$ cat config.mk
export PLATFORM = sky130hd
export DESIGN_NAME = instr_fetch_queue
export DESIGN_NICKNAME = d
export VERILOG_FILES = /design/src/rtl/instr_fetch_queue.sv
export SDC_FILE = /design/constraint.sdc
export NUM_CORES = 1
export LEC_CHECK = 0
export ABC_AREA = 1
export ABC_CLOCK_PERIOD_IN_PS = 13760
export BUFFER_PORTS_ARGS = -buffer_cell sky130_fd_sc_hd__clkbuf_2
export CAP_MARGIN = 5
export CORE_MARGIN = 10
export CORE_UTILIZATION = 64
export DETAILED_ROUTE_END_ITERATION = 7
export PLACE_DENSITY = 0.95
export SLEW_MARGIN = 15
export SYNTH_ARGS = -nofsm -noshare
export SYNTH_HDL_FRONTEND = slang
export SYNTH_SLANG_ARGS = --single-unit
$ cat constraint.sdc
create_clock -name clk -period 13.76 [get_ports clk]
set_input_delay 0.688 -clock clk [delete_from_list [all_inputs] [get_ports clk]]
set_output_delay 0.688 -clock clk [all_outputs]
set_load 0.05 [all_outputs]
$ cat src/rtl/instr_fetch_queue.sv
// instr_fetch_queue: PC sequencer, single-outstanding memory fetch and instruction FIFO feeding the decoder,
// with redirect, SLEEP/wake and terminal HALT handling.
module instr_fetch_queue #(
  parameter int DEPTH = 4,
  parameter int PC_W = 32,
  parameter logic [PC_W-1:0] RESET_PC = '0
) (
  input  logic            clk,
  input  logic            reset,
  output logic            mem_req,
  output logic [PC_W-1:0] mem_addr,
  input  logic            mem_ack,
  input  logic [31:0]     mem_rdata,
  input  logic            redirect_valid,
  input  logic [PC_W-1:0] redirect_pc,
  input  logic            sleep_req,
  input  logic            wake,
  input  logic            halt_req,
  output logic            instr_valid,
  output logic [31:0]     instr,
  output logic [PC_W-1:0] instr_pc,
  input  logic            instr_ready,
  output logic            asleep,
  output logic            halted
);
  localparam int AW = $clog2(DEPTH);
  localparam int CW = AW + 1;
  typedef enum logic [1:0] {RUN, SLEEP, HALT} state_t;
  state_t state, state_nxt;
  logic [31:0] data_q [DEPTH];
  logic [PC_W-1:0] pc_q [DEPTH];
  logic [AW-1:0] rd, wr, rd_nxt, wr_nxt;
  logic [CW-1:0] count, cnt_pop, cnt_nxt;
  logic [PC_W-1:0] pc, tgt;
  logic redir, flush, push, pop, issue, req_nxt, drop, drop_nxt;
  assign instr_valid = count != '0;
  assign asleep = state == SLEEP;
  assign halted = state == HALT;
  always_comb begin
    state_nxt = state;
    state_nxt = (halt_req || state == HALT) ? HALT :
                (state == SLEEP && wake) ? RUN :
                (state == RUN && sleep_req && !wake) ? SLEEP : state;
    redir = redirect_valid && state != HALT;
    flush = redir || halt_req || state == HALT;
    push = mem_req && mem_ack && !drop && !flush;
    pop = instr_valid && instr_ready && !flush;
    cnt_pop = count - CW'(pop);
    cnt_nxt = flush ? '0 : cnt_pop + CW'(push);
    rd_nxt = flush ? '0 : rd + AW'(pop);
    wr_nxt = flush ? '0 : wr + AW'(push);
    tgt = redir ? (redirect_pc & ~PC_W'(3)) : pc;
    // a fresh request may leave in the same cycle the previous one is acked
    issue = (!mem_req || mem_ack) && state_nxt == RUN && cnt_nxt < CW'(DEPTH);
    req_nxt = (mem_req && !mem_ack) || issue;
    drop_nxt = mem_req && !mem_ack && (drop || redir);
  end
  always_ff @(posedge clk or posedge reset) begin
    if (reset) begin
      state <= RUN;
      count <= '0;
      rd <= '0;
      wr <= '0;
      pc <= RESET_PC;
      mem_req <= 1'b0;
      mem_addr <= RESET_PC;
      drop <= 1'b0;
      instr <= '0;
      instr_pc <= '0;
    end else begin
      state <= state_nxt;
      count <= cnt_nxt;
      rd <= rd_nxt;
      wr <= wr_nxt;
      pc <= issue ? tgt + PC_W'(4) : tgt;
      mem_req <= req_nxt;
      if (issue) mem_addr <= tgt;
      drop <= drop_nxt;
      // head registers only move when a word is present, so an empty FIFO holds the last word
      if (cnt_nxt != '0) begin
        instr <= (cnt_pop == '0) ? mem_rdata : data_q[rd_nxt];
        instr_pc <= (cnt_pop == '0) ? mem_addr : pc_q[rd_nxt];
      end
    end
  end
  always_ff @(posedge clk) begin
    if (push) begin
      data_q[wr] <= mem_rdata;
      pc_q[wr] <= mem_addr;
    end
  end
endmodule

# Yosys cells after proc, flatten, opt, wreduce, memory -nomap -nowiden
# Memory sizes are Yosys's and may differ from the RTL's.
# Index checks and enable logic that the tools add are counted.
op_classes:
  addsub: 5
  magnitude_cmp: 1
  n_eq_ne: 3
  muxes: 12
  n_reduce_logical: 29
ops:
  columns: ["op", "n"]
  rows:
  - ["2-to-1 mux 32 bit", 4]
  - ["adder 32 x 3 -> 32 bit, second input constant", 1]
  - ["logical AND 1 bit", 13]
  - ["2-to-1 mux 2 bit", 5]
  - ["logical OR 1 bit", 6]
  - ["nonzero test 3 bit", 2]
  - ["logical NOT 1 bit", 5]
  - ["adder 2 x 1 -> 2 bit", 2]
  - ["logical NOT 2 bit", 2]
  - ["adder 3 x 1 -> 3 bit", 1]
  - ["logical NOT 3 bit", 1]
  - ["< comparator 3 bit, second input constant", 1]
  - ["2-to-1 mux 3 bit", 1]
  - ["subtractor 3 x 1 -> 3 bit", 1]
  - ["== test 2 x 1 -> 1 bit, second input constant", 1]
  - ["== test 2 bit, second input constant", 1]
  - ["2-to-1 mux 1 bit", 2]
  - ["!= test 2 bit, second input constant", 1]
word_totals:
  register_bits: 139
  mem_bits_rw: 256
  in_bits: 72
  out_inout_bits: 100
  wordCells: 62
  n_memories: 2
mem_list:
  columns: ["name", "depth", "word_bits", "rd", "rd_clocked_by_memory_dff", "wr", "line_no", "text"]
  rows:
  - ["data_q", 4, 32, 1, 0, 1, "30", "logic [31:0] data_q [DEPTH];"]
  - ["pc_q", 4, 32, 1, 0, 1, "31", "logic [PC_W-1:0] pc_q [DEPTH];"]

# Logic depth before layout (Yosys ltp)
# Gate-level depths: netlist (run 1).
depth:
  word_depth: 12
  ltp_mapped: 19
  mapped_depth_nobuf: 19

# Worst setup path after synthesis (run 1)
# No wires, ideal clock.
synth_path:
  path_type: "input-to-reg"
  start: "in redirect_valid"
  end: "mem data_q[0][0] (enable)"
  setup_time_ns: 0.486
  t_arrival_ns: 4.162
  required_ns: 13.274
  path_slack_ns: 9.112
  stages: 6
  n_path_buf: 1
  cell_sequence: "buf_4 > inv_1 > nand2_1 > nor3_1 > nand2_1 > nor2_1"
synth_between:
  elab_chain_len: 7
synth_rtl:
  columns: ["item", "line_no", "text"]
  rows:
  - ["from (decl)", "14", "input logic redirect_valid,"]
  - ["logical AND 1 bit", "44", "redir = redirect_valid && state != HALT;"]
  - ["logical OR 1 bit (2 in a row)", "45", "flush = redir || halt_req || state == HALT;"]
  - ["logical NOT 1 bit", "46", "push = mem_req && mem_ack && !drop && !flush;"]
  - ["logical AND 1 bit", "46", null]
  - ["2-to-1 mux 1 bit", "87", "if (push) begin"]
  - ["2-to-1 mux 1 bit (implied by the code)", "88", "data_q[wr] <= mem_rdata;"]
  - ["to (decl)", "30", null]
# Every way passes these cells.

# Final worst setup path (run 1)
layout_path:
  start: "in redirect_valid"
  end: "reg instr_pc[21]"
layout_between:
  elab_chain_len: 9
  elab_cells_between_ends: 15
  classes_between: "add/sub: 3; mux: 3; reduce/logical: 8; memory: 1"
layout_rtl:
  columns: ["item", "line_no", "text"]
  rows:
  - ["logical AND 1 bit *", "44", null]
  - ["logical OR 1 bit * (2 in a row)", "45", null]
  - ["logical NOT 1 bit", "46, 47", null]
  - ["logical AND 1 bit", "47", "pop = instr_valid && instr_ready && !flush;"]
  - ["subtractor 3 x 1 -> 3 bit", "48", "cnt_pop = count - CW'(pop);"]
  - ["adder 3 x 1 -> 3 bit", "49", "cnt_nxt = flush ? '0 : cnt_pop + CW'(push);"]
  - ["2-to-1 mux 3 bit *", "49", null]
  - ["via cnt_nxt[2]", "33", "logic [CW-1:0] count, cnt_pop, cnt_nxt;"]
  - ["nonzero test 3 bit *", "80", "if (cnt_nxt != '0) begin"]
  - ["to (signal assigned)", "82", "instr_pc <= (cnt_pop == '0) ? mem_addr : pc_q[rd_nxt];"]
  - ["to (decl)", "21", "output logic [PC_W-1:0] instr_pc,"]
# Mark *: on every way through the listed nets, which the timed path passes. The rest lies on a longest branch.
# A chain may end at the register's enable or synchronous reset.

==> results of run 1 <==
## how the worst max path moves through the flow
stage / slack, ns / to / cells after the start
after floorplan: 9.11 / data_q[0][0] / 6
after global placement: 9.09 / instr_pc[15] / 18
after detailed placement: 8.86 / instr_pc[20] / 18
after CTS: 9.35 / instr_pc[21] / 17
after global routing: 9.10 / instr_pc[21] / 17
final: 9.28 / instr_pc[21] / 17
## area by class of cell
cell class                      count  area share, %
Multi-Input combinational cell    910           24.1
Timing Repair Buffer              184           4.94
Inverter                          221           4.30
Clock buffer                       51           5.68
Sequential cell                   395           57.5
Clock inverter                     21           1.33
Tap cell                          335           2.16
## logic make-up after synthesis
logic type	after synthesis	synth area share (%)
XOR/XNOR	12	0.616
buffers and inverters	305	7.53
AND/OR/NAND/NOR	592	15.0
flip-flops	395	65.4
AO/OA/AOI/OAI	299	10.9
adder cells (fa/ha/maj)	7	0.513
## cell usage after synthesis
library cell  instances  share of area (%)
ha_1                  7               0.51
xor2_1               11               0.56
nand3_2               1              0.059
buf_6                10               0.66
nand2_2              11               0.40
nor2_1              121                2.7
nand3b_1              3               0.13
nand2_4               1              0.066
o211ai_1            126                5.5
inv_1               216                4.8
a31oi_1               5               0.18
inv_2                 5               0.11
nand3_4               1               0.10
dfrtp_1             139                 20
edfxtp_1            256                 45
nand2_8               1               0.12
xnor2_1               1              0.051
o21a_1                1              0.044
nor2_2                8               0.29
o21ai_0              36                1.1
nor3_1                4               0.12
nor2_4                7               0.46
or2_2                 2              0.073
nand2_1             308                6.8
clkbuf_1             27               0.59
buf_4                 3               0.13
a21oi_1             121                3.5
buf_1                 1              0.022
nand4_1               9               0.33
nor3_2                1              0.059
nand3_1             114                3.3
a21oi_2              10               0.51
buf_2                43                1.3
## per-layer routing
metal	GRT usage, %	routed length (um)
met3	5.12	4340
met5	0	0
met2	42.3	20900
met1	30.4	15200
met4	11.0	1580
## state kept, by name, indices dropped and copies added, names as in the netlist, 3 cells and up
name / flops
count: 3
instr: 32
pc: 32
instr_pc: 32
data_q: 128
mem_addr: 32
pc_q: 128
## per-stage QoR
stage	total power, mW	instance area (um2)	setup slack, ns	utilization, %
finish	2.55	19400	9.28	74.3
global route	2.62	19400	9.10	74.3
CTS	2.57	19400	9.35	74.3
detailed placement	1.46	18100	8.86	69.1
global placement	1.46	18100	9.09	69.1
floorplan	1.41	17100	9.11	-
## placed cells by master (no fill, tap or decap), types with 2 or more instances in the layout
| cell type | synthesis | routed |
|---|---|---|
| nor2_1 | 121 | 117 |
| bufinv_16 | 0 | 5 |
| nand4_1 | 9 | 9 |
| nand2_1 | 308 | 307 |
| nand2_4 | 1 | 2 |
| nand3_4 | 1 | 2 |
| a31oi_1 | 5 | 5 |
| clkbuf_1 | 27 | 6 |
| clkbuf_2 | 0 | 169 |
| o21ai_0 | 36 | 36 |
| buf_4 | 3 | 15 |
| clkinvlp_4 | 0 | 2 |
| nand3_1 | 114 | 113 |
| xor2_1 | 11 | 11 |
| edfxtp_1 | 256 | 256 |
| a21oi_1 | 121 | 121 |
| nand3b_1 | 3 | 3 |
| inv_1 | 216 | 215 |
| dfrtp_1 | 139 | 139 |
| a21oi_2 | 10 | 9 |
| or2_2 | 2 | 2 |
| clkbuf_8 | 0 | 4 |
| inv_6 | 0 | 3 |
| nor2_4 | 7 | 11 |
| nand2_2 | 11 | 11 |
| inv_2 | 5 | 5 |
| nor2_2 | 8 | 8 |
| ha_1 | 7 | 7 |
| nor3_1 | 4 | 4 |
| o211ai_1 | 126 | 126 |
| clkbuf_16 | 0 | 41 |
| clkinv_2 | 0 | 8 |
## power by group
part | internal (mW) | switching (mW) | total [mW]
combinational | 0.0310 | 0.114 | 0.145
sequential | 1.28 | 0.0136 | 1.29
clock | 0.665 | 0.450 | 1.12
==> results by stage, run 1 <==
Outcome:
- The flow ran to the end, and the final reports show no timing, DRC or antenna violations.

Worst setup path:
- The setup slack of the worst register-to-register path is 9.39 ns.
- The arrival time at the worst endpoint is 4.89 ns.
- STA classifies the critical path startpoint as a primary input.
- The delay of the slowest critical-path stage is 0.57 ns.
- The number of cell instances on the worst register-to-register path is 17.
- The endpoint class of the critical path is a register.
- The cell family contributing the most delay on the critical path is buffers and inverters.
- The most critical setup path has its startpoint at redirect_valid.
- The slowest stage of the critical path belongs to the cell buf_4.
- The required time reported for the critical path endpoint is between 10 and 15 ns.
- The startpoint identified for the worst register-to-register timing path is state[1].
- The critical register-to-register path endpoint is instr_pc[21].
- The critical path goes through clkbuf_2, inv_1, nand2_1, nor2_1, ha_1, inv_1, ha_1, ha_1, nand3_1, nand2_1, nor2_1, nor3_4, buf_4, inv_2, buf_4, nor2_1, a21oi_1.
- The total buffers and inverters traversed by the critical path is 6.
- Along the worst path, the maximum fanout reaches 65.
- The critical path start-end classification is in -> reg.

Clocking:
- The clock transition at the registers of the reported paths is approximately 0.06 ns.
- Hold repair after CTS inserted 0 buffers.
- Once the clock tree was built, the resizer swapped 0 gates to a different size.
- Buffers added to address setup during post-CTS repair amount to 0.
- TritonCTS built the clock tree.
- The total CTS buffers is 39.
- The root cell of the clock tree is clkbuf_16.
- The deepest level of the CTS H-tree is 2.
- The number of clock sinks is about 400.
- The later pin in the worst-skew pair is clocked with a latency of 0.53 ns.
- The buffer levels on the longest clock path is 3.

Synth:
- Synthesis produced around 1600 cells.
- The synthesized area per cell is 10.6 um2.
- The post-synthesis sequential element count is 395.
- The number of distinct standard cells referenced by the synthesized netlist is 33.
- The mapped netlist covers 0.0171 mm2.
- The number of nets in the synthesized netlist is 1689.
- The post-synthesis sequential area ratio is 65.4%.
- The number of warning messages in the yosys log is 0.

Timing:
- The routed design could run at a clock period as short as 4.48 ns.
- At the pin with the least slew margin, the transition time is between 1 and 1.5 ns.
- The setup clock skew after layout is 0.0149 ns.
- Setup repair after global routing left no endpoint under its margin.
- Final hold analysis gives a worst-case slack of 0.241 ns.
- The hold violation count in the final report is 0.
- The worst max-slew margin expressed relative to the limit is 26.8%.
- The max-slew violation count came to 0.
- Summed over all failing endpoints, the final setup total negative slack is 0 ns.
- For this run, the top clock speed supported by timing is approximately 220 MHz.
- The total of endpoints with negative setup slack in the final report is 0.
- The period utilization is between 30 and 40%.

Finish:
- Of the cells placed in the final design, the portion with a size suffix greater than 1 is 17.1%.
- The filler cells instantiated in the layout total 1633.
- Registers take 0.0112 mm2.
- Compared with the post-synthesis result, the final layout area differs by 13.8%.
- The repair_antennas step left the layout with diodes totalling 0.
- After the flow finishes, the layout carries non-filler instances totaling 2117.
- The net count of the finished layout is 1830.
- The total area of multi-input combinational cells is 0.00467 mm2.

GRT:
- The via count of the first global-routing pass is between 10000 and 15000.
- The total congestion overflow is 0.
- Entering global routing, the biggest net connects 116 pins.
- The first global-routing pass estimated 66900 um of wire.
- Global routing used 24.9% of the available tracks across all layers.
- The initial antenna violation count was 0.

Detailed routing:
- In this run, the number of DRC markers left after iteration 0 of detailed routing was 1376.
- After detailed routing, the total wire length is 42000 um.
- The final antenna-violating net count is 0.
- The number of optimization iterations in the first detailed-route pass is 7.
- The via count is 12700.
- Using the TritonRoute via totals, the vias-per-cell ratio works out to 5.99.
- The residual DRC count is 0.
- In the final routed layout, each cell accounts on average for 19.9 um.

Floorplan:
- The die is 183 um wide.
- The vertical die dimension is 183 um.
- The number of core rows is 59.
- Pin placement for this block handled 172 I/O pins.
- The starting density of the core is around two thirds.
- The area of the die is 0.0336 mm2.
- The placeable core region is 0.0261 mm2.

Power:
- The worst-case IR drop observed on VDD is 0.0000873 V.
- The power density over the cells is 132 mW/mm2.
- The static leakage is just over 8 nW.

Min path:
- The worst hold path belongs to the class in -> async.

Placement:
- Including well taps, the total number of placed cells is between 2000 and 2500.
- The final weighted congestion of routability-driven global placement is 0.900.
- The number of I/O port buffers is 169.
- The placed wire-length estimate is 24500 um.

Flow run:
- Across the run, the number of max-cap violations was 0.
Note: power is estimated with default switching activity, not from simulation.
==> inputs of run 2 (changes only) <==
- ABC_CLOCK_PERIOD_IN_PS: 13760 -> 3900
- CORE_UTILIZATION: 64 -> 53
- PLACE_DENSITY: 0.95 -> 0.87
- clock period: 13.76 -> 3.9 ns (I/O delays scaled with it)
==> run 2 against run 1 <==
Against the previous run:
- non-clock buffer count grew 49
- critical endpoint is now pc[31]
- combinational power grew to 3.8 times the previous value
- clock power grew to 3.6 times the previous value
==> results by stage, run 2 (synthesis results as in run 1) <==
Clocking:
- The number of resized instances in the post-cts repair step came to 0 (unchanged).
- The insertion delay to the later sink of the worst-skew pair is 0.52 ns (about the same).
- The number of clock sinks was 395 (unchanged).
- The total CTS buffers is 41 (+5.1%).
- The root cell of the clock tree is clkbuf_16.
- The deepest level of the CTS H-tree is 2 (unchanged).
- The setup fix buffers added after clock tree synthesis is 0 (unchanged).
- TritonCTS built the clock tree.
- The buffer levels on the longest clock path is 3 (unchanged).
- The clock transition at the registers of the reported paths was 0.06 ns (about the same).

GRT:
- The total congestion overflow is 0 (unchanged).
- The overall fraction of global-route tracks in use came to 21.2% (-3.8 points).
- The global-route wire length before repair is 66500 um (-0.55%).
- The via count of the first global-routing pass came to 12500 (-2.7%).
- The pin count of the biggest net entering global routing came to 140 (+21%).
- The initial antenna violation count is 0 (unchanged).

Power:
- The net switching share of the total power is 22.3% (-0.29 points).
- The power density over the cells is 455 mW/mm2 (+250%).
- The fraction of power consumed by sequential logic came to 49.9% (-0.7 points).
- The clock network fraction of total power was 44.2% (+0.5 points).
- The static leakage is 8.54 nW (+3.2%).
- The combinational share of power was 6.0% (+0.3 points).
- The power after layout is 9.15 mW (+260%).
- The net switching component of the power is 2.04 mW (+250%).
- The maximum ir drop on the vdd rail is 0.000237 V (+170%).
- The internal portion of total power was 7.10 mW (+260%).

Detailed routing:
- The residual DRC count was 0 (unchanged).
- The starting DRC count in detailed routing is 965 (-30%).
- The average routed wire per standard cell was 18.7 um (-5.6%).
- The via density per instance was 5.52 (-7.8%).
- The via count is 12300 (-2.7%).
- The aggregate routed wire length was 41900 um (-0.31%).
- The number of optimization iterations in the first detailed-route pass came to 5 (-2).
- The final antenna-violating net count is 0 (unchanged).

Timing:
- The final critical path time including I/O delays and setup is 3.39 ns.
- The total of endpoints with negative setup slack in the final report came to 0 (unchanged).
- The setup clock skew after layout is 0.0112 ns (-0.00366 ns).
- The minimum setup slack in the final design is 0.513 ns (-8.77 ns).
- The worst hold margin is 0.0519 ns (-0.189 ns).
- The hold violation count in the final report is 0 (unchanged).
- In the finished design, the share of the clock period the worst path needs comes to between 80% and 90%.
- The max-slew violation count is 0 (unchanged).
- Setup repair after global routing left no endpoint under its margin.
- Static timing analysis puts the maximum clock frequency at a little under 300 MHz.
- The worst max-slew margin expressed relative to the limit came to 41.7% (+15 points).
- The measured slew at the worst slew-check pin is 0.874 ns (-0.224 ns).

Worst setup path:
- For this design, the slowest cell found on the critical path is ha_1.
- The endpoint class of the critical path is a register.
- The worst setup path is launched from a register.
- The arrival time at the worst endpoint is 3.79 ns (-1.10 ns).
- The total buffers and inverters traversed by the critical path was 4 (-2).
- The library cell appearing most often on the critical path is nand2_1.
- The required time reported for the critical path endpoint is 4.31 ns (-9.86 ns).
- The family with the most delay on the worst path is simple AND/OR/NAND/NOR gates.
- The setup path with the least slack is of type reg -> reg.
- Walking the worst path, the cells encountered are inv_1, a21oi_2, nand2_1, nor2_1, ha_1, inv_1, ha_1, ha_1, inv_1, nand2_1, nand2_1, nor2_1, nor2_2, buf_4, nand2_1, nor2_2, nand2_1, nand2_1, nand2_1.
- The maximum fanout count along the critical path was 10 (-85%).
- The delay of the slowest critical-path stage is 0.38 ns (-0.19 ns).

Floorplan:
- The starting density of the core was 53.9% (-11 points).
- The area of the die is 0.0398 mm2 (+18%).
- The floorplan die width is 199 um (+8.8%).
- The number of core rows is 65 (+10%).
- The boundary pin count came to 172 (unchanged).
- The placeable core region came to 0.0316 mm2 (+21%).
- The vertical die dimension is 199 um (+8.8%).

Finish:
- The most common cell after layout, fill and taps aside is nand2_1.
- The synthesis-to-layout area growth is 17.9%.
- The number of nets in the finished design is 1881 (+2.8%).
- The utilization after layout came to 63.6% (-11 points).
- The area of all placed cells without fillers is 0.0201 mm2 (+3.6%).
- The total inserted antenna cells is 0 (unchanged).
- The largest registers in the layout are data_q (128), pc_q (128).
- The fraction of final layout cells with drive strength greater than 1 is 17.0% (-0.047 points).
- In the layout the commonest cells are nand2_1 (307), edfxtp_1 (256), inv_1 (215), clkbuf_2 (169), dfrtp_1 (139).

Placement:
- The final weighted congestion of routability-driven global placement was 0.848 (-5.8%).
- The number of I/O port buffers is 169 (unchanged).
- The post-detailed-placement cell area was 0.0183 mm2 (+1.3%).
- The minimum setup slack after placement is 0.583 ns (-8.28 ns).
- The placed wire-length estimate is 25000 um (+1.9%).

Outcome:
- The run finished with clean final reports.

Flow run:
- The number of max-capacitance violations reported is 0 (unchanged).

Min path:
- In this run the worst hold path is classified as in -> reg.
## run 2: changes by cell type in the layout (fill, tap and decap cells not counted), moves of 2 or more
| cell | change |
|---|---|
| clkinv_1 | +2 |
| buf_12 | +8 |
| clkinvlp_4 | +2 |
| clkbuf_16 | +2 |
| dlygate4sd3_1 | +41 |
| clkinv_2 | -3 |
## run 2: routing by layer
| layer | routed length, um | vias up | global-route usage [%] |
|---|---|---|---|
| met5 | 0 | - | 0 |
| met2 | 20700 | 505 | 35.8 |
| met1 | 17100 | 5919 | 27.1 |
| li1 | - | 5840 | - |
| met4 | 890 | 0 | 6.90 |
| met3 | 3270 | 77 | 3.77 |
## run 2: path summary, 6_finish.rpt
kind | to | start | cells after the start | slack, ns
min | mem_addr[15] | redirect_pc[15] | 3 | 0.05
max in group asynchronous | instr[6] | reset | 4 | 2.84
min reg2reg | pc[1] | pc[1] | 2 | 0.50
max | pc[31] | state[0] | 19 | 0.51
min in group asynchronous | state[1] | reset | 4 | 0.47
max reg2reg | pc[31] | state[0] | 19 | 0.51
## run 2: power groups by stage
stage	Clock (mW)	Sequential [mW]	Combinational [mW]
after global routing	4.27	4.57	0.582
after CTS	4.10	4.56	0.552
final	4.04	4.56	0.546
after floorplan	0	4.88	0.0985
after global placement	0	4.64	0.507
after detailed placement	0	4.64	0.519
## run 2: layout make-up
class	instances	area, um2
Timing Repair Buffer	233	1530
Inverter	221	833
Sequential cell	395	11200
Clock inverter	20	244
Tap cell	402	503
Fill cell	2361	11500
Multi-Input combinational cell	910	4670
Clock buffer	55	1170
## run 2: per-stage QoR
stage          setup TNS, ns  std cells
2_1_floorplan        -121.59       1610
3_3_place_gp               0       2120
3_5_place_dp               0       2120
4_1_cts                    0       2236
5_1_grt                    0       2236
6_report                   0       2236
## run 2: what timing repair did
action / in CTS / in global routing
setup endpoints to repair: 0 / 0
hold buffers: 41 / 0
endpoints found under the hold margin: 275 / 0
## run 2: tightest hold or removal path: cells and delay by family
family	cells	cell delay, ns
buffers and inverters	1	0.08
AND/OR/NAND/NOR	1	0.14
AO/OA/AOI/OAI	1	0.11
==> inputs of run 3 (changes only) <==
- CORE_ASPECT_RATIO: not set -> 1.4
==> run 3 against run 2 <==
Against the previous run:
- register-to-register slack gained 0.07 ns
- first-iteration DRC count grew 8.6%
- die area grew 0.26%
- wire length grew 1.7%
- core utilization shrank 0.69 points
- count of clock-buffer cells in the layout shrank 7
- clock power shrank 11%
- combinational power is essentially flat
- clock skew grew 0.0016 ns
- highest routed layer unchanged
- global-route usage grew 0.080 points
- non-clock buffer count grew 1
- sequential power is essentially flat
==> results by stage, run 3 (synthesis results as in run 1) <==
Worst setup path:
- The required time reported for the critical path endpoint is 4.27 ns (-0.04 ns).
- The critical register-to-register path endpoint is pc[22].
- STA classifies the critical path startpoint as a register.
- The number of cell instances on the worst register-to-register path is 14 (-5).
- The critical path goes through a21oi_2, nand2_1, nor3_1, ha_1, ha_1, nand3_1, nand2_1, nor2_1, nor2_2, buf_4, nand2_1, nor2_4, nand2_1, xor2_1.
- In this run the critical register-to-register path is launched from state[1].
- The setup slack of the worst register-to-register path is 0.58 ns (+0.07 ns).
- The maximum fanout count along the critical path is 24 (+14).
- The most numerous cell type found on the critical path is nand2_1.
- The arrival time at the worst endpoint is 3.69 ns (-0.10 ns).
- The critical path start-end classification is reg -> reg.
- STA classifies the critical path endpoint as a register.
- Among all stages on the critical path, the largest delay is contributed by nor3_1.
- The delay of the slowest critical-path stage is 0.55 ns (+0.17 ns).

Clocking:
- The deepest level of the CTS H-tree is 2 (unchanged).
- The buffer levels on the longest clock path is 3 (unchanged).
- The total CTS buffers came to 37 (-9.8%).
- The root cell of the clock tree is clkbuf_16.
- The number of resized instances in the post-cts repair step is 0 (unchanged).
- The clock transition at the registers of the reported paths is 0.07 ns (about the same).
- The number of hold buffers added after CTS is 41 (unchanged).
- The setup fix buffers added after clock tree synthesis is 0 (unchanged).
- The CTS tree is yes.
- The number of clock sinks was 395 (unchanged).
- The insertion delay to the later sink of the worst-skew pair is 0.53 ns (about the same).

Timing:
- The hold violation count in the final report is 0 (unchanged).
- The final critical path time including I/O delays and setup is 3.32 ns (-0.0708 ns).
- The setup TNS is 0 ns (unchanged).
- The setup clock skew after layout is 0.0128 ns (+0.00159 ns).
- The worst max-slew margin expressed relative to the limit was 40.3% (-1.4 points).
- The minimum setup slack in the final design came to 0.584 ns (+0.0708 ns).
- The worst hold margin is 0.0367 ns (-0.0152 ns).
- The period utilization is 85.0% (-1.8 points).
- The max-slew violation count came to 0 (unchanged).
- Setup repair after global routing left no endpoint under its margin.
- The measured slew at the worst slew-check pin is 0.895 ns (+0.0211 ns).
- The total of endpoints with negative setup slack in the final report is 0 (unchanged).
- The maximum frequency from static timing analysis is 302 MHz (+2.1%).

Power:
- The combinational share of power came to 6.3% (+0.3 points).
- The net switching component of the power is 1.99 mW (-2.6%).
- The net switching share of the total power is 22.9% (+0.53 points).
- The power after layout is 8.70 mW (-4.8%).
- The internal portion of total power is 6.71 mW (-5.5%).
- The fraction of power consumed by sequential logic is 52.4% (+2.5 points).
- The static leakage is 8.45 nW (-1.0%).
- The clock network fraction of total power is 41.3% (-2.9 points).
- The power density over the cells is 437 mW/mm2 (-4.0%).
- The maximum ir drop on the vdd rail was 0.000233 V (-1.6%).

Finish:
- The number of nets in the finished design is 1878 (-0.16%).
- The utilization after layout was 62.9% (-0.69 points).
- The library cells used most frequently in the layout, excluding fill and tap cells, are nand2_1 (307), edfxtp_1 (256), inv_1 (215), clkbuf_2 (169), dfrtp_1 (139).
- From synthesis to final layout, the design area changed by 16.9%.
- The total area of multi-input combinational cells is 0.00467 mm2 (unchanged).
- The fraction of final layout cells with drive strength greater than 1 is 16.8% (-0.19 points).
- The largest registers in the layout are data_q (128), pc_q (128).
- The most common cell after layout, fill and taps aside is nand2_1.
- The register cell area after layout was 0.0112 mm2 (unchanged).
- The total inserted antenna cells is 0 (unchanged).
- The number of fill cells is 2287 (-3.1%).

Min path:
- The instance count along the most critical hold path is 5 (+2).
- The end point of the worst hold path is state[0].
- The worst hold path begins at sleep_req.
- The worst min-delay path class is in -> reg.

Placement:
- The minimum setup slack after placement was 0.597 ns (+0.0134 ns).
- The placed wire-length estimate was 26100 um (+4.4%).
- The final weighted congestion of routability-driven global placement is 0.933 (+10%).
- The number of I/O port buffers is 169 (unchanged).

Floorplan:
- The boundary pin count came to 172 (unchanged).
- The vertical die dimension is 232 um (+16%).
- The placeable core region is 0.0317 mm2 (+0.19%).
- The starting density of the core is 53.8% (-0.10 points).
- The area of the die is 0.0399 mm2 (+0.26%).
- The number of core rows is 77 (+18%).
- The floorplan die width is 172 um (-14%).

GRT:
- The via count of the first global-routing pass came to 12800 (+2.5%).
- The overall fraction of global-route tracks in use came to 21.2% (+0.080 points).
- The total congestion overflow is 0 (unchanged).
- The initial antenna violation count is 0 (unchanged).
- The global-route wire length before repair is 66600 um (+0.14%).
- The pin count of the biggest net entering global routing is 88 (-37%).

Detailed routing:
- The via count came to 12600 (+2.0%).
- The aggregate routed wire length is 42600 um (+1.7%).
- The residual DRC count came to 0 (unchanged).
- The via density per instance is 5.67 (+2.7%).
- The average routed wire per standard cell came to 19.2 um (+2.4%).
- The starting DRC count in detailed routing is 1048 (+8.6%).
- The final antenna-violating net count is 0 (unchanged).
- The number of optimization iterations in the first detailed-route pass was 6 (+1).

Outcome:
- The flow ran to the end, and the final reports show no timing, DRC or antenna violations.

Flow run:
- The number of max-capacitance violations reported is 0 (unchanged).
[run 3: power by group through the flow]
stage	combinational (mW)	sequential [mW]	clock, mW
2_1_floorplan	0.0985	4.88	0
6_report	0.547	4.56	3.60
5_1_grt	0.581	4.56	3.80
3_5_place_dp	0.517	4.64	0
3_3_place_gp	0.508	4.64	0
4_1_cts	0.551	4.56	3.64
[run 3: per-stage QoR]
| step | instances | area [um2] |
|---|---|---|
| floorplan | 1610 | 17100 |
| CTS | 2220 | 19900 |
| global placement | 2114 | 18300 |
| detailed placement | 2114 | 18300 |
| finish | 2220 | 19900 |
| global route | 2220 | 19900 |
[run 3: critical path: cells and delay by family, from the launching register on]
family	cells	cell delay, ns
simple gates	9	1.63
flops	1	0.45
xor+xnor	1	0.15
buf+inv	1	0.27
fa+ha+maj	2	0.43
compound gates	1	0.21
[run 3: area by class of cell]
type | count | area share, %
Sequential cell | 395 | 56.0
Timing Repair Buffer | 234 | 7.83
Inverter | 221 | 4.18
Tap cell | 395 | 2.48
Clock buffer | 48 | 5.10
Multi-Input combinational cell | 910 | 23.4
Clock inverter | 17 | 0.966
[run 3: worst max path at each step]
stage	startpoint	endpoint	slack [ns]	cells past startpoint
6_report	state[1]	pc[22]	0.58	14
5_1_grt	state[1]	instr[14]	0.31	14
4_1_cts	state[1]	instr[14]	0.54	14
3_5_place_dp	state[1]	pc[22]	0.60	14
3_3_place_gp	state[0]	pc[22]	0.77	18
2_1_floorplan	state[1]	data_q[0][0]	-0.47	5
[run 3: routing by layer]
layer  GRT usage (%)  wire length [um]  up-vias
met4            11.7              1970        0
met5               0                 0        -
met2            37.5             22300      573
met3            3.86              3130      126
met1            23.5             15200     6079
li1                -                 -     5811
